## config.mk

```make
export PLATFORM = sky130hd
export DESIGN_NAME = gat_feat_streamer
export DESIGN_NICKNAME = d
export VERILOG_FILES = /design/src/rtl/gat_pkg.sv /design/src/rtl/gat_sync_fifo.sv /design/src/rtl/gat_feat_streamer.sv
export SDC_FILE = /design/constraint.sdc
export NUM_CORES = 1
export LEC_CHECK = 0
export ABC_AREA = 1
export BUFFER_PORTS_ARGS = -buffer_cell sky130_fd_sc_hd__clkbuf_2
export CAP_MARGIN = 5
export CORE_MARGIN = 10
export CORE_UTILIZATION = 35
export DETAILED_ROUTE_END_ITERATION = 10
export GPL_ROUTABILITY_DRIVEN = 0
export SYNTH_ARGS = -nofsm -noshare
export SYNTH_HDL_FRONTEND = slang
export SYNTH_SLANG_ARGS = --single-unit
```

## constraint.sdc

```tcl
create_clock -name clk -period 3.5 [get_ports clk]
set_clock_uncertainty 0.1 [all_clocks]
set_input_delay 0.35 -clock clk [delete_from_list [all_inputs] [get_ports clk]]
set_output_delay 0.35 -clock clk [all_outputs]
set_load 0.005 [all_outputs]
```

## src/rtl/gat_pkg.sv

```systemverilog
// rtl/gat_pkg.sv - shared FSM encoding and byte-address constant for the GAT blocks
package gat_pkg;
  typedef enum logic [1:0] {ST_IDLE, ST_READ, ST_DRAIN, ST_DONE} gat_state_e;
  localparam int BYTE_ADDR_SHIFT = 2;
endpackage

```

## src/rtl/gat_sync_fifo.sv

```systemverilog
// rtl/gat_sync_fifo.sv - synchronous FIFO with occupancy count; simultaneous push/pop allowed when full
module gat_sync_fifo #(
  parameter int WIDTH = 32,
  parameter int DEPTH = 4,
  localparam int PTR_W = $clog2(DEPTH),
  localparam int CNT_W = PTR_W + 1
) (
  input  logic             clk,
  input  logic             rst_n,
  input  logic             push,
  input  logic [WIDTH-1:0] push_data,
  input  logic             pop,
  output logic [WIDTH-1:0] head,
  output logic [CNT_W-1:0] count,
  output logic             empty
);
  logic [WIDTH-1:0] mem [DEPTH];
  logic [PTR_W-1:0] wr_ptr, rd_ptr;
  logic             full, do_push, do_pop;

  assign empty   = (count == '0);
  assign full    = (count == CNT_W'(DEPTH));
  assign do_pop  = pop && !empty;
  // A full FIFO still accepts a write when the head is leaving in the same cycle.
  assign do_push = push && (!full || do_pop);
  assign head    = mem[rd_ptr];

  always_ff @(posedge clk or negedge rst_n) begin
    if (!rst_n) begin
      wr_ptr <= '0;
      rd_ptr <= '0;
      count  <= '0;
    end else begin
      if (do_push) wr_ptr <= wr_ptr + PTR_W'(1);
      if (do_pop)  rd_ptr <= rd_ptr + PTR_W'(1);
      count <= count + CNT_W'(do_push) - CNT_W'(do_pop);
    end
  end

  always_ff @(posedge clk) begin
    if (do_push) mem[wr_ptr] <= push_data;
  end
endmodule

```

## src/rtl/gat_feat_streamer.sv

```systemverilog
// rtl/gat_feat_streamer.sv - streams one layer of output features from BRAM onto an AXI-Stream master
module gat_feat_streamer import gat_pkg::*; #(
  parameter int NEW_FEATURE_WIDTH = 32,
  parameter int NEW_FEATURE_DEPTH = 43328,
  parameter int RD_LATENCY        = 2,
  parameter int FIFO_DEPTH        = 4,
  localparam int NEW_FEATURE_ADDR_W = $clog2(NEW_FEATURE_DEPTH)
) (
  input  logic                            clk,
  input  logic                            rst_n,
  input  logic                            gat_ready,
  output logic [NEW_FEATURE_ADDR_W+1:0]   feat_bram_addrb,
  input  logic [NEW_FEATURE_WIDTH-1:0]    feat_bram_dout,
  output logic [NEW_FEATURE_WIDTH-1:0]    m_tdata,
  output logic                            m_tvalid,
  input  logic                            m_tready,
  output logic                            m_tlast,
  output logic                            stream_done,
  output logic                            busy
);
  localparam int CNT_W = $clog2(FIFO_DEPTH) + 1;
  localparam logic [NEW_FEATURE_ADDR_W-1:0] LAST_IDX = NEW_FEATURE_ADDR_W'(NEW_FEATURE_DEPTH - 1);

  gat_state_e                    state;
  logic                          gat_ready_q;
  logic [NEW_FEATURE_ADDR_W-1:0] rd_idx, beat_cnt;
  logic [RD_LATENCY-1:0]         rd_pipe;
  logic [CNT_W-1:0]              outstanding, fifo_count;
  logic [CNT_W:0]                occupancy;
  logic [NEW_FEATURE_WIDTH-1:0]  fifo_head;
  logic                          start, issue, emerge, pop, fifo_empty;

  assign start    = gat_ready && !gat_ready_q;
  assign emerge   = rd_pipe[RD_LATENCY-1];
  assign m_tvalid = !fifo_empty;
  assign pop      = m_tvalid && m_tready;
  // Credit counts words in flight plus words held, net of the word leaving this cycle,
  // so a FIFO of RD_LATENCY+1 entries sustains one word per cycle.
  assign occupancy = (CNT_W+1)'(outstanding) + (CNT_W+1)'(fifo_count) - (CNT_W+1)'(pop);
  assign issue     = (state == ST_READ) && (occupancy < (CNT_W+1)'(FIFO_DEPTH));

  assign feat_bram_addrb = {rd_idx, {BYTE_ADDR_SHIFT{1'b0}}};
  assign m_tdata         = m_tvalid ? fifo_head : '0;
  assign m_tlast         = m_tvalid && (beat_cnt == LAST_IDX);
  assign stream_done     = (state == ST_DONE);
  assign busy            = (state != ST_IDLE);

  always_ff @(posedge clk or negedge rst_n) begin
    if (!rst_n) begin
      state       <= ST_IDLE;
      gat_ready_q <= 1'b0;
      rd_idx      <= '0;
      beat_cnt    <= '0;
      rd_pipe     <= '0;
      outstanding <= '0;
    end else begin
      gat_ready_q <= gat_ready;
      rd_pipe     <= (rd_pipe << 1) | RD_LATENCY'(issue);
      outstanding <= outstanding + CNT_W'(issue) - CNT_W'(emerge);
      if (pop) beat_cnt <= beat_cnt + NEW_FEATURE_ADDR_W'(1);
      case (state)
        ST_IDLE: begin
          if (start) begin
            state    <= ST_READ;
            rd_idx   <= '0;
            beat_cnt <= '0;
          end
        end
        ST_READ: begin
          if (issue) begin
            if (rd_idx == LAST_IDX) state <= ST_DRAIN;
            else                    rd_idx <= rd_idx + NEW_FEATURE_ADDR_W'(1);
          end
        end
        ST_DRAIN: begin
          if (pop && m_tlast) state <= ST_DONE;
        end
        ST_DONE: state <= ST_IDLE;
        default: state <= ST_IDLE;
      endcase
    end
  end

  gat_sync_fifo #(
    .WIDTH(NEW_FEATURE_WIDTH),
    .DEPTH(FIFO_DEPTH)
  ) u_fifo (
    .clk      (clk),
    .rst_n    (rst_n),
    .push     (emerge),
    .push_data(feat_bram_dout),
    .pop      (pop),
    .head     (fifo_head),
    .count    (fifo_count),
    .empty    (fifo_empty)
  );
endmodule

```

==> qor.txt <==
slowest CP cell -> dfrtp_1
Worst-path clk slew -> 0.08 ns
Residual DRC -> 0
Pint -> 0.004346 W
setup ws final -> 0.3228 ns
CP Launch Point -> u_fifo.count[1]
largest net degree at the start of global routing -> 53
cell mode on critical path -> inv_1
crit-path max cell delay -> 0.44 ns
Synth Area per Inst -> 10.17 µm²
HPWL Detailed -> 11.01 mm
vias in the first global route -> 5,637
grt ovf -> 0
yosys warns -> 0
dominant cells by area after synthesis -> edfxtp_1, dfrtp_1, nor2_1, o21ai_0, nand2_1
Mapped Cells -> 770
fin. max-slew vios -> 0
Overall Global Routing Usage -> 0.1249
FMAX -> 314.7 MHz
Final Hold Fails -> 0
fin crit share -> 0.9078
first-pass iteration count of the detailed router -> 4
antenna-violating nets left -> 0
Clk Latency, worst-skew pair -> 0.44 ns
Lkg Pwr -> 3.752 nW
CP endpoint -> outstanding[2]
Hold Crit Depth -> 1
critical path type -> flop to flop
Post-CTS Resized -> 0
hold-fix buffers at CTS -> 2
starting density of the core -> 0.3576
combinational fraction of design power -> 0.357
RSZ-0062 raised after global routing -> false
required time of the worst setup path -> 3.75 ns
reg-to-reg slack, setup -> 0.32 ns
R2R depth -> 18
Placeable Area -> 21,890 µm²
Worst setup EP type -> flop
Slew HR -> 0.4551
synthesized area -> 7829 µm²
max cap viols -> 0
Slew @ Worst Pin -> 0.8164 ns
die area -> 28,750 µm²
Sw Pwr -> 0.002735 W
setup bufs post-CTS -> 0
Setup-failing EPs final -> 0
area share of the largest cell type after synthesis -> 0.4910
PD cells -> 761.1 nW/µm²
commonest non-fill, non-tap cell in the layout -> nor2_1
via count -> 5,505
fin crit period -> 3.177 ns
number of CTS-inserted buffers -> 17
r2r startpoint -> u_fifo.count[1]
Die X-Extent -> 169.6 µm
share of cells above drive strength 1 -> 0.1779
io pins -> 90
TritonCTS clock tree -> built
Avg WL per Cell -> 14.98 µm
routed vias/inst -> 4.754
final std cells w/o fill -> 1,158
worst-path fanout max -> 6
most frequent cells in the layout -> nor2_1, edfxtp_1, nand2_1
first-pass GRT wire length -> 28.50 mm
sequential share of power -> 0.364
Root Driver -> clkbuf_16
initial antenna violation count -> 1
Netlist cell types -> 34
status -> finished clean
# rows -> 54
maximum VDD drop -> 0.3672 mV
Synth area leader -> edfxtp_1
fin nets -> 920
setup TNS -> 0 ns
wirelength, routed -> 17.35 mm
post-synthesis register bit count -> 175
crit path DAT -> 3.43 ns
Setup WS pre-CTS -> 0.3121 ns
Cell Chain, Critical Path -> nor2_1, nand2_2, nand2_2, inv_1, ha_1, inv_2, nand3_1, a21oi_1, nand2_1, nor2_1, inv_1, ha_1, inv_1, ha_1, inv_1, fa_1, xnor2_1, xor2_1
htree depth -> 4
sequential share of the synthesized area -> 0.6412
Detailed Route Iter0 Violations -> 246
clock share of power -> 0.279
Startpoint Class -> flop
Switching Share -> 0.3862
Chip Height -> 169.6 µm
Hold WS -> 0.02506 ns
Area Overhead vs Synth -> 18.84%
placed cell count -> 1,123
# port buffers -> 87
Max clock buf depth -> 2
HP Class -> input port to flop
clk sinks -> 175
reg-to-reg endpoint -> outstanding[2]
==> layout make-up <==
type	count	area, µm²
multi-input combinational	500	2459
sequential	175	5021
antenna	1	2.502
timing repair buffer	105	588.1
clock buffer	17	425.4
tap	280	350.3
clock inverter	15	214.0
inverter	65	244.0
fill	2147	12590
==> cells by family after synthesis <==
kind of cell,Yosys count,synth area share
other cells,1,0.0004790
simple gates,337,0.1747
xor+xnor,15,0.01678
compound gates,126,0.08390
flops,175,0.6412
fa+ha+maj,20,0.03388
buf+inv,96,0.04906
==> registers in the layout, summed over array words and instances (netlist names) <==
register and flops:
outstanding 3, state 2, beat_cnt 16, u_fifo.rd_ptr 2
gat_ready_q 1, u_fifo.wr_ptr 2, u_fifo.mem 128, rd_idx 16
rd_pipe 2, u_fifo.count 3
==> critical path: cells and delay by family, from the launching register on <==
| kind | cells | cell delay, ns |
|---|---|---|
| fa+ha+maj | 4 | 1.08 |
| simple gates | 6 | 0.68 |
| flops | 1 | 0.44 |
| xor+xnor | 2 | 0.34 |
| buf+inv | 5 | 0.31 |
| compound gates | 1 | 0.13 |
==> per-layer routing <==
metal  up-vias  global-route usage  wire length (µm)
met1      2606              0.1503              7946
met2       108              0.2066              8270
met5         -                   0                10
met4         2             0.04690               312
met3        26             0.03752               812
li1       2763                   -                 -
==> worst min-delay path by stage <==
stage                             from  slack [ns]                end
global placement                 rst_n         0.1       beat_cnt[11]
CTS                 feat_bram_dout[18]        0.01  u_fifo.mem[1][18]
global route        feat_bram_dout[18]       0.003  u_fifo.mem[2][18]
finish              feat_bram_dout[17]        0.03  u_fifo.mem[0][17]
detailed placement               rst_n         0.1       beat_cnt[11]
floorplan                        rst_n       -0.05        beat_cnt[0]
==> stage by stage <==
step	cell area [µm²]	total power, W	util
after global routing	9301	0.007681	0.4249
after detailed placement	8642	0.005200	0.3948
after CTS	9301	0.007191	0.4249
final	9304	0.007081	0.4250
after floorplan	7833	0.004254	-
after global placement	8642	0.005157	0.3948
==> power by group through the flow <==
stage | registers [W] | clock network [W] | logic [W]
2_1_floorplan | 0.00257 | 0 | 0.00169
3_3_place_gp | 0.00262 | 0 | 0.00254
3_5_place_dp | 0.00263 | 0 | 0.00257
4_1_cts | 0.00258 | 0.00202 | 0.00259
5_1_grt | 0.00261 | 0.00213 | 0.00294
6_report | 0.00258 | 0.00198 | 0.00253
==> synth_stat cells, drive strengths merged <==
cell type    n
nor4         1
nor3b        2
nand4        5
buf         10
nor2       189
xor2        13
dfrtp       47
o22ai        1
or2          2
edfxtp     128
fa           2
nand3       26
conb         1
a21oi       43
o31ai        1
o21ai       77
clkbuf      21
nand2      102
o21bai       2
nor3        10
inv         65
o21a         2
xnor2        2
ha          18
No activity file was read; power rests on OpenSTA's default activity.
